==> src/rtl/machine_counters_if.sv <==
// CSR access, retire/inhibit inputs and counter outputs of the machine counter block.
// The slave modport is used by the counters and the master modport by whoever drives the CSR bus.
interface machine_counters_if;
   logic [11:0] csr_addr_in;
   logic        wr_en_in;
   logic [31:0] data_wr_in;
   logic        instret_inc_in;
   logic        mcountinhibit_cy_in;
   logic        mcountinhibit_ir_in;
   logic [31:0] csr_data_out;
   logic        csr_hit_out;
   logic        illegal_wr_out;
   logic [63:0] mcycle_out;
   logic [63:0] minstret_out;

   modport slave (
      input  csr_addr_in,
      input  wr_en_in,
      input  data_wr_in,
      input  instret_inc_in,
      input  mcountinhibit_cy_in,
      input  mcountinhibit_ir_in,
      output csr_data_out,
      output csr_hit_out,
      output illegal_wr_out,
      output mcycle_out,
      output minstret_out
   );

   modport master (
      output csr_addr_in,
      output wr_en_in,
      output data_wr_in,
      output instret_inc_in,
      output mcountinhibit_cy_in,
      output mcountinhibit_ir_in,
      input  csr_data_out,
      input  csr_hit_out,
      input  illegal_wr_out,
      input  mcycle_out,
      input  minstret_out
   );
endinterface

==> src/rtl/machine_counters.sv <==
// 64-bit mcycle/minstret machine counters with CSR read/write of both halves
// and read-only user shadows (cycle/cycleh, instret/instreth).
module machine_counters #(
   parameter logic [11:0] MCYCLE_ADDR    = 12'hB00,
   parameter logic [11:0] MINSTRET_ADDR  = 12'hB02,
   parameter logic [11:0] MCYCLEH_ADDR   = 12'hB80,
   parameter logic [11:0] MINSTRETH_ADDR = 12'hB82,
   parameter logic [11:0] CYCLE_ADDR     = 12'hC00,
   parameter logic [11:0] INSTRET_ADDR   = 12'hC02,
   parameter logic [11:0] CYCLEH_ADDR    = 12'hC80,
   parameter logic [11:0] INSTRETH_ADDR  = 12'hC82,
   parameter logic [63:0] COUNTER_RESET  = 64'h0
) (
   input  logic               clk_in,
   input  logic               rst_n_in,
   machine_counters_if.slave  bus_io
);

   logic [63:0] mcycle_q, mcycle_d;
   logic [63:0] minstret_q, minstret_d;
   logic        illegal_wr_q, illegal_wr_d;

   logic        wr_mcycle_lo, wr_mcycle_hi;
   logic        wr_minstret_lo, wr_minstret_hi;
   logic        wr_shadow;
   logic [31:0] rd_data;
   logic        rd_hit;

   // Write decode
   always_comb begin
      wr_mcycle_lo   = bus_io.wr_en_in && (bus_io.csr_addr_in == MCYCLE_ADDR);
      wr_mcycle_hi   = bus_io.wr_en_in && (bus_io.csr_addr_in == MCYCLEH_ADDR);
      wr_minstret_lo = bus_io.wr_en_in && (bus_io.csr_addr_in == MINSTRET_ADDR);
      wr_minstret_hi = bus_io.wr_en_in && (bus_io.csr_addr_in == MINSTRETH_ADDR);
      wr_shadow      = bus_io.wr_en_in &&
                       ((bus_io.csr_addr_in == CYCLE_ADDR)  ||
                        (bus_io.csr_addr_in == INSTRET_ADDR) ||
                        (bus_io.csr_addr_in == CYCLEH_ADDR)  ||
                        (bus_io.csr_addr_in == INSTRETH_ADDR));
   end

   // Next-state: low-half write, then high-half write, then increment, else hold
   always_comb begin
      mcycle_d = mcycle_q;
      if (wr_mcycle_lo) begin
         mcycle_d[31:0] = bus_io.data_wr_in;
      end else if (wr_mcycle_hi) begin
         mcycle_d[63:32] = bus_io.data_wr_in;
      end else if (!bus_io.mcountinhibit_cy_in) begin
         mcycle_d = mcycle_q + 64'd1;
      end
   end

   always_comb begin
      minstret_d = minstret_q;
      if (wr_minstret_lo) begin
         minstret_d[31:0] = bus_io.data_wr_in;
      end else if (wr_minstret_hi) begin
         minstret_d[63:32] = bus_io.data_wr_in;
      end else if (!bus_io.mcountinhibit_ir_in && bus_io.instret_inc_in) begin
         minstret_d = minstret_q + 64'd1;
      end
   end

   assign illegal_wr_d = wr_shadow;

   always_ff @(posedge clk_in or negedge rst_n_in) begin
      if (!rst_n_in) begin
         mcycle_q     <= COUNTER_RESET;
         minstret_q   <= COUNTER_RESET;
         illegal_wr_q <= 1'b0;
      end else begin
         mcycle_q     <= mcycle_d;
         minstret_q   <= minstret_d;
         illegal_wr_q <= illegal_wr_d;
      end
   end

   // Reads see the pre-edge register value; shadows alias their M-mode counterparts
   always_comb begin
      rd_data = 32'h0;
      rd_hit  = 1'b1;
      case (bus_io.csr_addr_in)
         MCYCLE_ADDR,    CYCLE_ADDR:    rd_data = mcycle_q[31:0];
         MCYCLEH_ADDR,   CYCLEH_ADDR:   rd_data = mcycle_q[63:32];
         MINSTRET_ADDR,  INSTRET_ADDR:  rd_data = minstret_q[31:0];
         MINSTRETH_ADDR, INSTRETH_ADDR: rd_data = minstret_q[63:32];
         default:                       rd_hit  = 1'b0;
      endcase
   end

   assign bus_io.csr_data_out   = rd_data;
   assign bus_io.csr_hit_out    = rd_hit;
   assign bus_io.illegal_wr_out = illegal_wr_q;
   assign bus_io.mcycle_out     = mcycle_q;
   assign bus_io.minstret_out   = minstret_q;

endmodule

==> src/flat_wrapper.sv <==
// flat-port wrapper written by rule: the top's interface ports become plain ports
module machine_counters_flat 
#(
   parameter logic [11:0] MCYCLE_ADDR    = 12'hB00,
   parameter logic [11:0] MINSTRET_ADDR  = 12'hB02,
   parameter logic [11:0] MCYCLEH_ADDR   = 12'hB80,
   parameter logic [11:0] MINSTRETH_ADDR = 12'hB82,
   parameter logic [11:0] CYCLE_ADDR     = 12'hC00,
   parameter logic [11:0] INSTRET_ADDR   = 12'hC02,
   parameter logic [11:0] CYCLEH_ADDR    = 12'hC80,
   parameter logic [11:0] INSTRETH_ADDR  = 12'hC82,
   parameter logic [63:0] COUNTER_RESET  = 64'h0
)
  (clk_in, rst_n_in, bus_io_csr_addr_in, bus_io_wr_en_in, bus_io_data_wr_in, bus_io_instret_inc_in, bus_io_mcountinhibit_cy_in, bus_io_mcountinhibit_ir_in, bus_io_csr_data_out, bus_io_csr_hit_out, bus_io_illegal_wr_out, bus_io_mcycle_out, bus_io_minstret_out);
  machine_counters_if bus_io_i ();
  input  logic clk_in;
  input  logic rst_n_in;
  input wire logic [$bits(bus_io_i.csr_addr_in)-1:0] bus_io_csr_addr_in;
  input wire logic [$bits(bus_io_i.wr_en_in)-1:0] bus_io_wr_en_in;
  input wire logic [$bits(bus_io_i.data_wr_in)-1:0] bus_io_data_wr_in;
  input wire logic [$bits(bus_io_i.instret_inc_in)-1:0] bus_io_instret_inc_in;
  input wire logic [$bits(bus_io_i.mcountinhibit_cy_in)-1:0] bus_io_mcountinhibit_cy_in;
  input wire logic [$bits(bus_io_i.mcountinhibit_ir_in)-1:0] bus_io_mcountinhibit_ir_in;
  output wire logic [$bits(bus_io_i.csr_data_out)-1:0] bus_io_csr_data_out;
  output wire logic [$bits(bus_io_i.csr_hit_out)-1:0] bus_io_csr_hit_out;
  output wire logic [$bits(bus_io_i.illegal_wr_out)-1:0] bus_io_illegal_wr_out;
  output wire logic [$bits(bus_io_i.mcycle_out)-1:0] bus_io_mcycle_out;
  output wire logic [$bits(bus_io_i.minstret_out)-1:0] bus_io_minstret_out;
  assign bus_io_i.csr_addr_in = bus_io_csr_addr_in;
  assign bus_io_i.wr_en_in = bus_io_wr_en_in;
  assign bus_io_i.data_wr_in = bus_io_data_wr_in;
  assign bus_io_i.instret_inc_in = bus_io_instret_inc_in;
  assign bus_io_i.mcountinhibit_cy_in = bus_io_mcountinhibit_cy_in;
  assign bus_io_i.mcountinhibit_ir_in = bus_io_mcountinhibit_ir_in;
  assign bus_io_csr_data_out = bus_io_i.csr_data_out;
  assign bus_io_csr_hit_out = bus_io_i.csr_hit_out;
  assign bus_io_illegal_wr_out = bus_io_i.illegal_wr_out;
  assign bus_io_mcycle_out = bus_io_i.mcycle_out;
  assign bus_io_minstret_out = bus_io_i.minstret_out;
  machine_counters #(.MCYCLE_ADDR(MCYCLE_ADDR), .MINSTRET_ADDR(MINSTRET_ADDR), .MCYCLEH_ADDR(MCYCLEH_ADDR), .MINSTRETH_ADDR(MINSTRETH_ADDR), .CYCLE_ADDR(CYCLE_ADDR), .INSTRET_ADDR(INSTRET_ADDR), .CYCLEH_ADDR(CYCLEH_ADDR), .INSTRETH_ADDR(INSTRETH_ADDR), .COUNTER_RESET(COUNTER_RESET)) u_core (.clk_in(clk_in), .rst_n_in(rst_n_in), .bus_io(bus_io_i));
endmodule
==> config.mk <==
export PLATFORM = sky130hd
export DESIGN_NAME = machine_counters_flat
export DESIGN_NICKNAME = d
export VERILOG_FILES = /design/src/rtl/machine_counters_if.sv /design/src/rtl/machine_counters.sv /design/src/flat_wrapper.sv
export SDC_FILE = /design/constraint.sdc
export NUM_CORES = 1
export LEC_CHECK = 0
export ABC_AREA = 1
export CAP_MARGIN = 20
export CORE_MARGIN = 3
export CORE_UTILIZATION = 49
export CTS_CLUSTER_SIZE = 28
export DETAILED_ROUTE_END_ITERATION = 12
export PLACE_DENSITY = 0.78
export SLEW_MARGIN = 5
export SYNTH_ARGS = -nofsm -noshare
export SYNTH_HDL_FRONTEND = slang
export SYNTH_SLANG_ARGS = --single-unit
==> constraint.sdc <==
create_clock -name clk_in -period 1.57 [get_ports clk_in]
set_input_delay 0.2355 -clock clk_in [delete_from_list [all_inputs] [get_ports clk_in]]
set_output_delay 0.2355 -clock clk_in [all_outputs]
set_load 0.02 [all_outputs]
==> metrics.cfg, run 1 <==
[global_routing]
grt_max_degree = 44
grt_use_total = 0.8492
grt_overflow = 249

[synth]
synth_fp_nets = 1943
ys_warn_count = 0
syn_area_um2 = 11120
syn_inst = 1891
yosys-top-cells-area = dfrtp_1 (29%), nand2_1 (25%), nor2_1 (14%)
synth_area_leader_cell = dfrtp_1
synth.distinct_cells = 32
syn_area_per_cell_um2 = 5.881
synth_top_area_frac = 0.2903
seq_area_frac_synth = 0.2903
postSynthRegisterBits = 129

[placed_design]
dp.cells = 2725
dp_slack_ns = -0.9795
io_buffers = 211
dp.final_hpwl_um = 42680
gp_congestion = 1.085

[clocking]
h-tree-depth = 4
clock-root-buffer = clkbuf_16
cts.path.max_buffers = 2
cts_sinks = 129
cts_buffers = 17

[outcome]
status = aborted with a tool error
firstError = [ERROR GRT-0232] Routing congestion too high. Check the congestion heatmap in the GUI.
lastStage = global routing (5_1_grt)

[floorplan]
rows = 54
start_util = 0.5033
die_width_um = 156.7
ios = 212
die_y_um = 156.7

[timing]
crit_endpoint = u_core.bus_io.mcycle_out[44]$_DFFE_PN0P_/D
endpoint_type = register data pin

-- stage by stage --
stage / utilization / cell area [um^2]
floorplan: - / 11200
global placement: 0.7513 / 16600
detailed placement: 0.7513 / 16600
CTS: 0.8742 / 19310
-- layer usage --
| layer | GRT overflow | GRT usage |
|---|---|---|
| met5 | 1 | 0.3690 |
| met4 | 102 | 0.8795 |
| met3 | 7 | 0.7420 |
| met2 | 135 | 0.9692 |
| met1 | 4 | 0.8444 |
-- cells by family after synthesis --
| kind of cell | Yosys count | synth area share |
|---|---|---|
| flip-flops | 129 | 0.2903 |
| XOR/XNOR | 52 | 0.04095 |
| buffers and inverters | 196 | 0.07538 |
| AO/OA/AOI/OAI | 135 | 0.07302 |
| AND/OR/NAND/NOR | 1377 | 0.5181 |
| adder cells (fa/ha/maj) | 2 | 0.002250 |
-- cells in the mapped netlist, drive strengths merged --
cell / n
a21oi: 34
a22oi: 32
buf: 54
clkbuf: 2
dfrtp: 129
ha: 2
inv: 140
nand2: 763
nand3: 144
nand3b: 10
nand4: 20
nor2: 437
nor3: 1
o211ai: 18
o21a: 3
o21ai: 48
or2: 2
xnor2: 19
xor2: 33
-- what timing repair did --
item / in CTS
hold endpoints to repair: 20
hold buffers: 1
buffers inserted: 77
pin swaps: 176
gates resized for setup: 938
cloned: 8
endpoints found under the setup margin: 277
==> run 2: changes to the inputs <==
--- a/config.mk
+++ b/config.mk
@@ -8,10 +8,9 @@
 export ABC_AREA = 1
 export CAP_MARGIN = 20
 export CORE_MARGIN = 3
-export CORE_UTILIZATION = 49
-export CTS_CLUSTER_SIZE = 28
+export CORE_UTILIZATION = 40
 export DETAILED_ROUTE_END_ITERATION = 12
-export PLACE_DENSITY = 0.78
+export PLACE_DENSITY_LB_ADDON = 0.15
 export SLEW_MARGIN = 5
 export SYNTH_ARGS = -nofsm -noshare
 export SYNTH_HDL_FRONTEND = slang
==> constraint.sdc (replaced) <==
create_clock -name clk_in -period 2 [get_ports clk_in]
set_input_delay 0.3 -clock clk_in [delete_from_list [all_inputs] [get_ports clk_in]]
set_output_delay 0.3 -clock clk_in [all_outputs]
set_load 0.02 [all_outputs]
==> run 2 against run 1 <==
Net effect: the flow now finishes, with violations (negative setup slack); synthesized area did not move; synthesized cell count did not move.
==> metrics.cfg, run 2 <==
[timing]
fin_tns_setup_ns = -0.2180
worstMarginPinSlew_ns = 0.4723
setup_ws_ns = -0.04722
fmax_mhz = 488.5
timing.final.max_slew_violations = 0
rsz0062_at_grt = true
hold_viol_final = 0
setup_violations = 8
fin_crit_ns = 2.047
fin_skew_ns = 0.01241
slew_headroom = 0.6842
post-route-period-util = 1.024

[setup_path]
crit_fanout = 5
arrival_ns = 1.75
reg2reg_from = u_core.bus_io.mcycle_out[27]
r2r_slack_ns = 0.08
regToRegEndpoint = u_core.bus_io.mcycle_out[39]
required_ns = 1.70
critical_path.startpoint_type = input port
endpoint = bus_io_csr_data_out[26]
critical_path_class = in -> out
worstRegToRegCells = 9
endpoint_kind = output port
startpoint = bus_io_csr_addr_in[5]

[synth]
syn_area_per_cell_um2 = 5.881
syn_inst = 1891
synthArstFlopShare = 1.000
synth_area_leader_cell = dfrtp_1
synth_top_area_frac = 0.2903
seq_area_frac_synth = 0.2903
synth_most_common_cell = nand2_1
synth_common_cells = nand2_1 (734), nor2_1 (404), nand3_1 (141)
synth_fp_nets = 1943
postSynthRegisterBits = 129
synth_edf_count = 0
syn_area_um2 = 11120
synth.distinct_cells = 32
synth_ff_type = dfrtp_1
ys_warn_count = 0
yosys-top-cells-area = dfrtp_1 (29%), nand2_1 (25%), nor2_1 (14%)

[run]
max_cap_violations = 0

[floorplan]
die_y_um = 172.7
die_width_um = 172.7
ios = 212
rows = 60
start_util = 0.4092
core_area_um2 = 27180
dieArea_um2 = 29840

[layout]
area_delta_synth_final_pct = 47.16
finalNonFillerCells = 2650
mostFrequentLayoutCells = nand2_1 (716), nor2_1 (370), buf_4 (168), clkdlybuf4s50_1 (158), nand3_1 (140)
fin_nets = 2319
final_common_cell = nand2_1
finalCoreUtilization = 0.6022
n_antenna_cell = 0
layout-drive-gt1-share = 0.2133

[min_path]
worstHoldPathCells = 4
hold_path.class = in -> reg

[clocking]
cts_tree = done
clk-insertion-delay-late_ns = 0.44
clock-root-buffer = clkbuf_16
cts_sinks = 129
cts.path.max_buffers = 2
cts_buffers = 17
h-tree-depth = 4
cts.clk_slew.worst_paths_ns = 0.06

[pwr]
ir_drop_mv = 0.6094
p_per_area_nw_per_um2 = 632.9
fin_total_pwr_mw = 10.36
leakagePower_nw = 7.402

[drt]
wirelength_um = 55250
drtIter0Drc = 1964
drc = 0
ant_nets = 0
vias = 14430
viasPerCell = 5.447
avgRoutedWirePerCell_um = 20.85
dr.pass1.iters = 6

[placed_design]
dp.final_hpwl_um = 41910
io_buffers = 211
dp.cells = 2586
gp_congestion = 0.9678

[global_routing]
grt_pass1_vias = 13540
antenna_found_initial = 0
grt_pass1_wl_um = 83200
grt_use_total = 0.3632
grt_overflow = 0
grt_max_degree = 46

[outcome]
failed_checks = negative setup slack
status = complete, but fails checks

run 2: cell counts after synthesis:
No cell type changed its count.
run 2: layout make-up:
type / count / area, um^2
fillers: 2675 / 10810
clock inverters: 6 / 82.58
well taps: 372 / 465.4
repair buffers: 413 / 4064
multi-input cells: 1566 / 7463
inverters: 140 / 530.5
flip-flops and latches: 129 / 3288
clock buffers: 24 / 471.7
run 2: layer usage:
layer | global-route usage | part of all wire
met1 | 0.5121 | 0.44
met2 | 0.5514 | 0.42
met5 | 0 | 0
met4 | 0.1669 | 0.054
met3 | 0.05226 | 0.085
run 2: per-stage QoR:
stage                     setup slack [ns]  hold WS [ns]  area, um^2
after floorplan                     0.2683      0.004409       11120
after global placement             -0.7692        0.2558       14910
after detailed placement           -0.7710        0.2560       14910
after CTS                         -0.06123        0.2025       16030
after global routing              -0.09999        0.2199       16370
final                             -0.04722        0.2235       16370
run 2: power breakdown:
part	internal [mW]	switching, mW	total, mW
registers	3.02	0.911	3.93
logic	1.44	1.85	3.29
clock network	1.88	1.25	3.13
total	6.34	4.02	10.4
run 2: critical path: stages:
cell     delay, ns
buf_6         0.10
inv_4         0.04
nand2_4       0.05
nor2_4        0.14
nand2_4       0.08
nor2_4        0.15
o21ai_4       0.08
buf_6         0.12
buf_8         0.13
buf_16        0.14
nor2_2        0.12
a21oi_2       0.06
nand2_1       0.10
buf_6         0.12
run 2: worst min path at each step:
| stage | startpoint | end | slack [ns] |
|---|---|---|---|
| 2_1_floorplan | rst_n_in | u_core.bus_io.illegal_wr_out | 0.004 |
| 3_3_place_gp | rst_n_in | u_core.bus_io.minstret_out[52] | 0.26 |
| 3_5_place_dp | rst_n_in | u_core.bus_io.minstret_out[52] | 0.26 |
| 4_1_cts | bus_io_csr_addr_in[0] | u_core.bus_io.illegal_wr_out | 0.20 |
| 5_1_grt | bus_io_csr_addr_in[3] | u_core.bus_io.illegal_wr_out | 0.22 |
| 6_report | bus_io_csr_addr_in[0] | u_core.bus_io.illegal_wr_out | 0.22 |
run 2: kinds of logic after synthesis:
| logic type | after synthesis | synth area share |
|---|---|---|
| and+or+nand+nor | 1377 | 0.5181 |
| buffers and inverters | 196 | 0.07538 |
| AOI/OAI and AO/OA | 135 | 0.07302 |
| DFF | 129 | 0.2903 |
| xor gates and xnor gates | 52 | 0.04095 |
| adders and majority gates | 2 | 0.002250 |
run 2: what timing repair did:
action | 4_1_cts | 5_1_grt
resized for setup | 313 | 122
pin swaps | 26 | 28
gates cloned | 8 | 0
buffers inserted | 21 | 8
endpoints found under the hold margin | 36 | 0
endpoints found under the setup margin | 51 | 91
hold buffers | 1 | 0
(Power assumes the default switching activity.)
==> RTL edit: new RTL, settings of run 2 <==
Reset style: synchronous (`rst_n_in`), changed in one clocked block.
--- a/src/rtl/machine_counters.sv
+++ b/src/rtl/machine_counters.sv
@@ -64,7 +64,7 @@
 
    assign illegal_wr_d = wr_shadow;
 
-   always_ff @(posedge clk_in or negedge rst_n_in) begin
+   always_ff @(posedge clk_in) begin
       if (!rst_n_in) begin
          mcycle_q     <= COUNTER_RESET;
          minstret_q   <= COUNTER_RESET;
Formal check against the unedited RTL: differs if rst_n_in is asserted again (counterexample within 4 cycles, from zero or initial values and one cycle with rst_n_in low); with rst_n_in held inactive, the same outputs for 4 cycles.
==> RTL edit against run 2 <==
  * The run still ends with negative setup slack left
  * Via count increased by 6.4%
  * Wire length up 4.2%
  * Clock skew rose by 9.0 ps
  * Area after synthesis fell by 4.9%
  * Final area up 2.0%
  * Worst setup slack better by 28 ps
  * Sequential share of layout area shrank 4.4 points
  * Highest routed layer unchanged
  * Sequential cell count did not move
  * Synthesized cell count rose by 2.5%
  * Core utilization is 5.0 points higher
  * Critical path depth fell by 2
Power is not compared: it rests on default switching activity, and its combinational part moved more than twofold at a synthesized area within 25%.
==> RTL edit: results (changes against run 2) <==
[worst_setup_path]
reg2reg_to=u_core.bus_io.mcycle_out[37]  ; was u_core.bus_io.mcycle_out[39]
reg2reg_slack_ps=70
worst_r2r_path_depth=10  ; was 9
r2r-start=u_core.bus_io.mcycle_out[11]  ; was u_core.bus_io.mcycle_out[27]
arrival_ps=1720  ; was 1750 ps
cp_top_family=simple AND/OR/NAND/NOR gates  ; was buffers and inverters
cp_slowest_stage_delay_ps=190  ; was 150 ps
worst-path-max-fanout=5  ; unchanged

[global_routing]
grt_pass1_wl_mm=82.9  ; was 83.2 mm
antenna_found_initial=1  ; was 0
grt_use_total=0.379  ; was 0.363
grt_pass1_vias=14046  ; was 13537
grt_max_degree=59  ; was 46

[pwr]
internal_power_mw=4.68
leakagePower_nw=6.77

[clock_network]
cts.clk_slew.worst_paths_ps=60  ; about the same
clk_latency_ps=440  ; about the same
htreeDepth=4  ; unchanged
clockRootBuffer=clkbuf_16  ; unchanged

[logic_synthesis]
avgSynthCellArea_sq_um=5.46  ; was 5.88 sq um
synth_area_leaders=dfxtp_1 (24%), nand2_1 (24%), nor2_1 (14%)  ; was dfrtp_1 (29%), nand2_1 (25%), nor2_1 (14%)
synthMuxAreaShare=0  ; unchanged
yosys_warnings=0  ; unchanged
yosysSeqAreaShare=0.244  ; was 0.290
ys_types=27  ; was 32
synth_fa_ha_area_frac=0.00237  ; was 0.00225
async_flop_share=0  ; was 1.00
synth_compound_area_frac=0.122  ; was 0.0730
syn-num-nets=1990  ; was 1943
synth_xor_area_frac=0.0505  ; was 0.0410
ys_top_cells_by_count=nand2_1 (681), nor2_1 (392), nand3_1 (166)  ; was nand2_1 (734), nor2_1 (404), nand3_1 (141)

[detailed_routing]
viasPerCell=5.60  ; was 5.45
firstDrtPassIters=6  ; unchanged
drtIter0Drc=1655  ; was 1964
avgRoutedWirePerCell_um=21.0  ; was 20.8 um
vias=15360  ; was 14434

[placement]
dp_cells=2677  ; was 2586
port_buffers=211  ; unchanged
place.gp.congestion=1.01  ; was 0.968
placed_cell_area_sq_um=15100  ; was 14900 sq um
hpwlAfterDp_mm=43.1  ; was 41.9 mm

[outcome]
violations=negative setup slack  ; unchanged
status=finished, violations left  ; unchanged

[final_layout]
drive_gt1_frac=0.224  ; was 0.213
fin_nets=2450  ; was 2319

[timing]
fin_hold_ws_ps=433  ; was 223 ps
fin_skew_ps=21.4  ; was 12.4 ps
timing.slew.headroom=0.556  ; was 0.684
setup_slack_ps=-19.1  ; was -47.2 ps
setup_violations=3  ; was 8

[hold_path]
holdPathEnd=u_core.bus_io.illegal_wr_out  ; unchanged
min-delay-start=bus_io_csr_addr_in[3]  ; was bus_io_csr_addr_in[0]
holdPathStages=6  ; was 4

-- RTL edit: cell types whose count changed in the layout (fill, tap and decap cells not counted), sizes merged, moves of 10 or more --
cell and delta:
o211ai -18, a21oi +56, dfrtp -129, xor2 -10
dfxtp +129, buf +90, nand3 +24, xnor2 +19
nor2 -35, a22oi +32, nand2 -79, o21ai +12
-- RTL edit: through the flow --
stage	setup slack (ps)	TNS [ps]	utilization
finish	-19.1	-40.3	0.652
global route	-44.4	-477	0.652
CTS	0.265	0	0.623
detailed placement	-879	-65930	0.588
global placement	-862	-60870	0.588
floorplan	86.2	0	-
-- RTL edit: logic make-up (layout without fill, tap and decap cells) --
logic type,after synthesis,count (layout)
simple gates,1301,1301
flops,129,129
compound gates,224,224
fa+ha+maj,2,2
other cells,0,1
xor+xnor,61,61
buf+inv,221,694
-- RTL edit: worst max path at each step --
stage	start	end	cells after the start	slack, ps
2_1_floorplan	u_core.bus_io.mcycle_out[0]	u_core.bus_io.mcycle_out[60]	10	90
3_3_place_gp	bus_io_csr_addr_in[0]	bus_io_csr_data_out[16]	10	-860
3_5_place_dp	bus_io_csr_addr_in[0]	bus_io_csr_data_out[16]	10	-880
4_1_cts	u_core.bus_io.minstret_out[31]	bus_io_minstret_out[31]	2	0.3
5_1_grt	bus_io_csr_addr_in[4]	bus_io_csr_data_out[28]	12	-40
6_report	bus_io_csr_addr_in[4]	bus_io_csr_data_out[15]	12	-20
-- RTL edit: power groups by stage --
stage / clock (mW) / combinational [mW] / sequential (mW)
6_report: 3.30 / 0.652 / 2.59
5_1_grt: 3.40 / 0.670 / 2.59
4_1_cts: 3.30 / 0.572 / 2.59
3_5_place_dp: 0 / 0.566 / 2.65
3_3_place_gp: 0 / 0.568 / 2.65
2_1_floorplan: 0 / 0.181 / 2.66
-- RTL edit: per-layer routing --
layer,up-vias,part of all wire,global-route usage
met1,7144,0.39,0.485
li1,7116,-,-
met2,922,0.46,0.621
met5,-,0,0
met4,0,0.052,0.168
met3,178,0.096,0.0705
-- RTL edit: repair_timing --
item                                    4_1_cts  5_1_grt
pin swaps                                    27       41
endpoints found under the setup margin       52      144
resized for setup                           242      176
setup buffers                                19        8
cloned                                        3       10
-- RTL edit: cell type report --
type | count | area, sq um
Sequential cell | 129 | 2620
Antenna cell | 1 | 2.50
Inverter | 144 | 546
Multi-Input combinational cell | 1588 | 7680
Tap cell | 330 | 413
Fill cell | 2409 | 8920
Timing Repair Buffer | 518 | 4850
Clock inverter | 15 | 159
Clock buffer | 17 | 425
-- RTL edit: worst reg2reg max path, cell delays in order, from the launching register on --
cell and delay (ps):
dfxtp_1 430, nand2_1 120, nor2_1 260, nand2_1 90, nor2_1 170, buf_4 170
nand2_2 140, o21ai_0 220, nand3_1 100, nand2_1 70, a21oi_1 50
